$ cat src/rtl/decode_stage_ctrl.sv
// decode_stage_ctrl: RV32I/RV32M decode stage that owns the ID/EX control bundle.
// Decodes the IF/ID instruction, flags illegal encodings, interlocks load-use
// hazards, honours flush and multi-cycle EX hold, and counts hazard stall cycles.
// Ports:
//   i_clk, i_reset          clock, synchronous active-high reset
//   i_instr, i_valid        IF/ID instruction and its valid flag
//   i_flush, i_ex_busy      redirect kill, multi-cycle EX hold
//   o_stall_id              combinational hold request for PC and IF/ID
//   o_valid .. o_funct3     registered ID/EX control bundle
//   o_stall_cnt             saturating count of load-use stall cycles
module decode_stage_ctrl #(
    parameter bit          ENABLE_M      = 1'b1,
    parameter bit          HAZARD_DETECT = 1'b1,
    parameter int unsigned CNT_W         = 32
) (
    input  logic             i_clk,
    input  logic             i_reset,
    input  logic [31:0]      i_instr,
    input  logic             i_valid,
    input  logic             i_flush,
    input  logic             i_ex_busy,
    output logic             o_stall_id,
    output logic             o_valid,
    output logic             o_rd_wren,
    output logic             o_mem_wren,
    output logic             o_mem_ren,
    output logic [1:0]       o_wb_sel,
    output logic             o_opa_sel,
    output logic             o_opb_sel,
    output logic [4:0]       o_alu_op,
    output logic             o_br_un,
    output logic             o_is_ctrl,
    output logic             o_illegal,
    output logic [4:0]       o_rd_addr,
    output logic [4:0]       o_rs1_addr,
    output logic [4:0]       o_rs2_addr,
    output logic [2:0]       o_funct3,
    output logic [CNT_W-1:0] o_stall_cnt
);

    localparam logic [6:0] OPC_LUI    = 7'b0110111;
    localparam logic [6:0] OPC_AUIPC  = 7'b0010111;
    localparam logic [6:0] OPC_JAL    = 7'b1101111;
    localparam logic [6:0] OPC_JALR   = 7'b1100111;
    localparam logic [6:0] OPC_BRANCH = 7'b1100011;
    localparam logic [6:0] OPC_LOAD   = 7'b0000011;
    localparam logic [6:0] OPC_STORE  = 7'b0100011;
    localparam logic [6:0] OPC_OPIMM  = 7'b0010011;
    localparam logic [6:0] OPC_OP     = 7'b0110011;

    localparam logic [4:0] ALU_ADD   = 5'd0;
    localparam logic [4:0] ALU_LUI   = 5'd10;
    localparam logic [4:0] ALU_AUIPC = 5'd11;

    typedef struct packed {
        logic       valid;
        logic       rd_wren;
        logic       mem_wren;
        logic       mem_ren;
        logic [1:0] wb_sel;
        logic       opa_sel;
        logic       opb_sel;
        logic [4:0] alu_op;
        logic       br_un;
        logic       is_ctrl;
        logic       illegal;
        logic [4:0] rd_addr;
        logic [4:0] rs1_addr;
        logic [4:0] rs2_addr;
        logic [2:0] funct3;
    } idex_t;

    // Empty bundle; br_un idles high (signed compare)
    function automatic idex_t bubble();
        idex_t b;
        b       = '0;
        b.br_un = 1'b1;
        return b;
    endfunction

    // Base ALU code from funct3; alt selects SUB/SRA
    function automatic logic [4:0] alu_base(input logic [2:0] f3, input logic alt);
        logic [4:0] op;
        case (f3)
            3'b000:  op = alt ? 5'd1 : 5'd0;
            3'b001:  op = 5'd2;
            3'b010:  op = 5'd3;
            3'b011:  op = 5'd4;
            3'b100:  op = 5'd5;
            3'b101:  op = alt ? 5'd7 : 5'd6;
            3'b110:  op = 5'd8;
            default: op = 5'd9;
        endcase
        return op;
    endfunction

    logic [6:0] opcode;
    logic [2:0] f3;
    logic [6:0] f7;
    idex_t      dec;
    idex_t      q;
    logic       ill;
    logic       use_rs1;
    logic       use_rs2;
    logic       hazard;
    logic [CNT_W-1:0] cnt;

    assign opcode = i_instr[6:0];
    assign f3     = i_instr[14:12];
    assign f7     = i_instr[31:25];

    // Instruction decode into a candidate ID/EX bundle
    always_comb begin
        dec          = bubble();
        ill          = 1'b0;
        dec.valid    = 1'b1;
        dec.rd_addr  = i_instr[11:7];
        dec.rs1_addr = i_instr[19:15];
        dec.rs2_addr = i_instr[24:20];
        dec.funct3   = f3;
        case (opcode)
            OPC_LUI: begin
                dec.rd_wren = 1'b1;
                dec.opb_sel = 1'b1;
                dec.alu_op  = ALU_LUI;
            end
            OPC_AUIPC: begin
                dec.rd_wren = 1'b1;
                dec.opa_sel = 1'b1;
                dec.opb_sel = 1'b1;
                dec.alu_op  = ALU_AUIPC;
            end
            OPC_JAL: begin
                dec.rd_wren = 1'b1;
                dec.wb_sel  = 2'b10;
                dec.opa_sel = 1'b1;
                dec.opb_sel = 1'b1;
                dec.is_ctrl = 1'b1;
            end
            OPC_JALR: begin
                dec.rd_wren = 1'b1;
                dec.wb_sel  = 2'b10;
                dec.opb_sel = 1'b1;
                dec.is_ctrl = 1'b1;
                ill         = (f3 != 3'b000);
            end
            OPC_BRANCH: begin
                // ALU forms the target; comparator runs on rs1/rs2 separately
                dec.opa_sel = 1'b1;
                dec.opb_sel = 1'b1;
                dec.is_ctrl = 1'b1;
                dec.br_un   = ~(f3[2] & f3[1]);
                ill         = (f3 == 3'b010) || (f3 == 3'b011);
            end
            OPC_LOAD: begin
                dec.rd_wren = 1'b1;
                dec.mem_ren = 1'b1;
                dec.wb_sel  = 2'b01;
                dec.opb_sel = 1'b1;
                ill         = (f3 == 3'b011) || (f3 == 3'b110) || (f3 == 3'b111);
            end
            OPC_STORE: begin
                dec.mem_wren = 1'b1;
                dec.opb_sel  = 1'b1;
                ill          = (f3 >= 3'b011);
            end
            OPC_OPIMM: begin
                dec.rd_wren = 1'b1;
                dec.opb_sel = 1'b1;
                dec.alu_op  = alu_base(f3, (f3 == 3'b101) && f7[5]);
                if (f3 == 3'b001)
                    ill = (f7 != 7'b0000000);
                else if (f3 == 3'b101)
                    ill = (f7 != 7'b0000000) && (f7 != 7'b0100000);
            end
            OPC_OP: begin
                dec.rd_wren = 1'b1;
                case (f7)
                    7'b0000000: dec.alu_op = alu_base(f3, 1'b0);
                    7'b0100000: begin
                        dec.alu_op = alu_base(f3, 1'b1);
                        ill        = (f3 != 3'b000) && (f3 != 3'b101);
                    end
                    7'b0000001: begin
                        dec.alu_op = {2'b10, f3};
                        ill        = !ENABLE_M;
                    end
                    default: ill = 1'b1;
                endcase
            end
            default: ill = 1'b1;
        endcase
        // Illegal encodings travel as a valid bubble so WB can trap
        if (ill) begin
            dec         = bubble();
            dec.valid   = 1'b1;
            dec.illegal = 1'b1;
        end
    end

    // Source-register usage by opcode, independent of legality
    assign use_rs1 = (opcode != OPC_LUI) && (opcode != OPC_AUIPC) && (opcode != OPC_JAL);
    assign use_rs2 = (opcode == OPC_OP) || (opcode == OPC_STORE) || (opcode == OPC_BRANCH);

    assign hazard = HAZARD_DETECT && i_valid && q.valid && q.mem_ren && (q.rd_addr != 5'd0)
                    && ((use_rs1 && (i_instr[19:15] == q.rd_addr))
                     || (use_rs2 && (i_instr[24:20] == q.rd_addr)));

    assign o_stall_id = !i_reset && !i_flush && (i_ex_busy || hazard);

    // ID/EX register and stall counter, priority reset > flush > busy > hazard > idle
    always_ff @(posedge i_clk) begin
        if (i_reset) begin
            q   <= bubble();
            cnt <= '0;
        end else if (i_flush) begin
            q <= bubble();
        end else if (i_ex_busy) begin
            q <= q;
        end else if (hazard) begin
            q <= bubble();
            if (cnt != {CNT_W{1'b1}})
                cnt <= cnt + CNT_W'(1);
        end else if (!i_valid) begin
            q <= bubble();
        end else begin
            q <= dec;
        end
    end

    assign o_valid     = q.valid;
    assign o_rd_wren   = q.rd_wren;
    assign o_mem_wren  = q.mem_wren;
    assign o_mem_ren   = q.mem_ren;
    assign o_wb_sel    = q.wb_sel;
    assign o_opa_sel   = q.opa_sel;
    assign o_opb_sel   = q.opb_sel;
    assign o_alu_op    = q.alu_op;
    assign o_br_un     = q.br_un;
    assign o_is_ctrl   = q.is_ctrl;
    assign o_illegal   = q.illegal;
    assign o_rd_addr   = q.rd_addr;
    assign o_rs1_addr  = q.rs1_addr;
    assign o_rs2_addr  = q.rs2_addr;
    assign o_funct3    = q.funct3;
    assign o_stall_cnt = cnt;

endmodule

$ cat config.mk
export PLATFORM = sky130hd
export DESIGN_NAME = decode_stage_ctrl
export DESIGN_NICKNAME = d
export VERILOG_FILES = /design/src/rtl/decode_stage_ctrl.sv
export SDC_FILE = /design/constraint.sdc
export NUM_CORES = 1
export LEC_CHECK = 0
export CAP_MARGIN = 10
export CORE_UTILIZATION = 30
export DETAILED_ROUTE_END_ITERATION = 8
export SYNTH_ARGS = -nofsm -noshare
export SYNTH_HDL_FRONTEND = slang
export SYNTH_SLANG_ARGS = --single-unit
$ cat constraint.sdc
create_clock -name i_clk -period 7.7 [get_ports i_clk]
set_clock_uncertainty 0.1 [all_clocks]
set_input_delay 1.155 -clock i_clk [delete_from_list [all_inputs] [get_ports i_clk]]
set_output_delay 1.155 -clock i_clk [all_outputs]
set_load 0.02 [all_outputs]
==> impl_metrics.ini <==
[run_status]
status = finished clean

[timing]
setup_ws_ns = 2.57
max_freq_ghz = 0.195
maxSlewViolCount = 0
period_share = 0.666
tns_ns = 0
rsz0062_at_grt = no
slew_headroom = 0.231
finalSetupViolCount = 0
worstMarginPinSlew_ns = 1.15
fin_crit_ns = 5.13
hold_viol_final = 0

[synth]
ys_types = 47
synthArstFlopShare = 0
syn_nets = 422
synth_seq_cells = 65
synthFlopType = dfxtp_1
avgSynthCellArea_um2 = 8.41
yosys_warnings = 0
yosysSeqAreaShare = 0.403
synth_area_um2 = 3230
netlist_instances = 384
synth_edf_count = 0

[worst_setup_path]
critPathRequiredTime_ns = 6.44
path_class = in2out
start_kind = input port
arrival_ns = 3.88
cp_max_fo = 13
endpoint_kind = output port

[global_route]
grt_pass1_vias = 2948
grt_pass1_wl_um = 14800
antenna_found_initial = 0
grt_use_total = 0.164
grt_max_degree = 39
grt-ovfl-total = 0

[floorplanning]
die_y_um = 106
start_util = 0.311
ios = 104
fp.coreArea_um2 = 10400
core.rowCount = 37
die-area_um2 = 11200
die_x_um = 106

[route]
num_vias = 3103
drt-total-wl_um = 8900
drt_iter0_markers = 110
firstDrtPassIters = 4
via_per_inst = 5.02
wire_per_inst_um = 14.4
drc = 0
drtAntennaViolNets = 0

[cells_and_area]
post-route-util = 0.441
fin_nets = 515
drive_above_1_share = 0.0456
syn2layout_area_growth_pct = 41.6
final_cell_mix = 103 x clkdlybuf4s50_1, 65 x dfxtp_1, 32 x nor2_1, 28 x nand2_1, 27 x a22o_1
diodes = 0
layout_commonest_cell = clkdlybuf4s50_1

[cts]
cts_buffers = 9
post_cts_buffers = 0
htree_levels = 3
cts_max_path_buffers = 2
cts.sinks = 65
cts_tree = yes
cts-root-buf = clkbuf_8
hold_buffers = 0
path_clk_slew_ns = 0.07
post_cts_resized = 0
clk_latency_ns = 0.33

[power]
power_density_nw_per_um2 = 162
power.leakage_uw = 0.00153
ir_drop_mv = 0.0704

[run]
maxCapViolations = 0

[place]
dpl.hpwl_um = 6380
pre_cts_ws_ns = 2.56
place_congestion = 0.808
portBuffers = 103

[min_path]
min_path_type = reg2reg
-- metal layers --
metal | part of all wire | GRT usage | wire [um] | up-vias
li1 | - | - | - | 1598
met1 | 0.50 | 0.230 | 4500 | 1427
met2 | 0.43 | 0.240 | 3860 | 74
met3 | 0.054 | 0.0433 | 478 | 4
met4 | 0.0074 | 0.0536 | 66 | 0
met5 | 0 | 0 | 0 | -
-- cell type report --
cell class	instances	area [um^2]
Fill cell	1043	5800
Multi-Input combinational cell	289	1790
Sequential cell	65	1300
Timing Repair Buffer	104	1040
Tap cell	136	170
Clock buffer	11	131
Clock inverter	5	104
Inverter	8	30.0
-- final timing paths --
check | depth (start not counted) | slack [ns] | to | from
worst max register to register | 7 | 4.57 | o_stall_cnt[29]$_SDFFE_PP0P_ | o_rd_addr[0]$_SDFFE_PN0N_
worst min-delay path | 1 | 0.38 | o_funct3[2]$_SDFFE_PN0N_ | o_funct3[2]$_SDFFE_PN0N_
worst max-delay path | 7 | 2.57 | o_stall_id | i_instr[5]
worst min register to register | 1 | 0.38 | o_funct3[2]$_SDFFE_PN0N_ | o_funct3[2]$_SDFFE_PN0N_
-- cell usage after synthesis (6+ instances only) --
library cell	number	area, um^2
dfxtp_1	65	1300
nor2_1	32	120
nand2_1	28	105
a22o_1	27	236
nor3_1	24	120
o21ai_0	24	120
clkbuf_1	18	67.6
nand3_1	18	90.1
a21oi_1	16	80.1
nand4_1	14	87.6
xnor2_1	14	123
xor2_1	12	105
or3_1	11	68.8
nor2b_1	9	56.3
inv_1	8	30.0
nor4_1	6	37.5
-- registers in the layout, indices dropped and copies added (netlist names), 3 cells and up --
register	flops
o_alu_op	5
o_funct3	3
o_rd_addr	5
o_rs1_addr	5
o_rs2_addr	5
o_stall_cnt	32
-- through the flow --
step                hold WS (ns)  area [um^2]  total power [uW]  std cells
floorplan                  0.444         3230               368        384
global placement           0.359         4330               397        602
detailed placement         0.364         4330               398        602
CTS                        0.381         4570               750        618
global route               0.400         4570               772        618
finish                     0.380         4570               740        618
-- logic make-up (layout without fill, tap and decap cells) --
kind of cell             count (synthesis)  in the layout  synth area share
adder cells (fa/ha/maj)                  1              1           0.00388
multiplexers                             5              5            0.0167
XOR/XNOR                                26             26            0.0705
AND/OR/NAND/NOR                        168            168             0.272
buffers and inverters                   30            128            0.0411
flip-flops                              65             65             0.403
AO/OA/AOI/OAI                           89             89             0.192
-- critical path, stage by stage --
cell and delay (ns):
clkdlybuf4s50_1 0.72, a21boi_0 0.31, nand4_1 0.13, or4_4 0.57, a21oi_1 0.22, o21a_1 0.16
clkdlybuf4s50_1 0.60
-- where the power goes --
group	switching [uW]	internal (uW)
sequential	0.525	336
clock	135	216
combinational	26.9	26.0
total	162	578
Note: power is estimated with default switching activity, not from simulation.
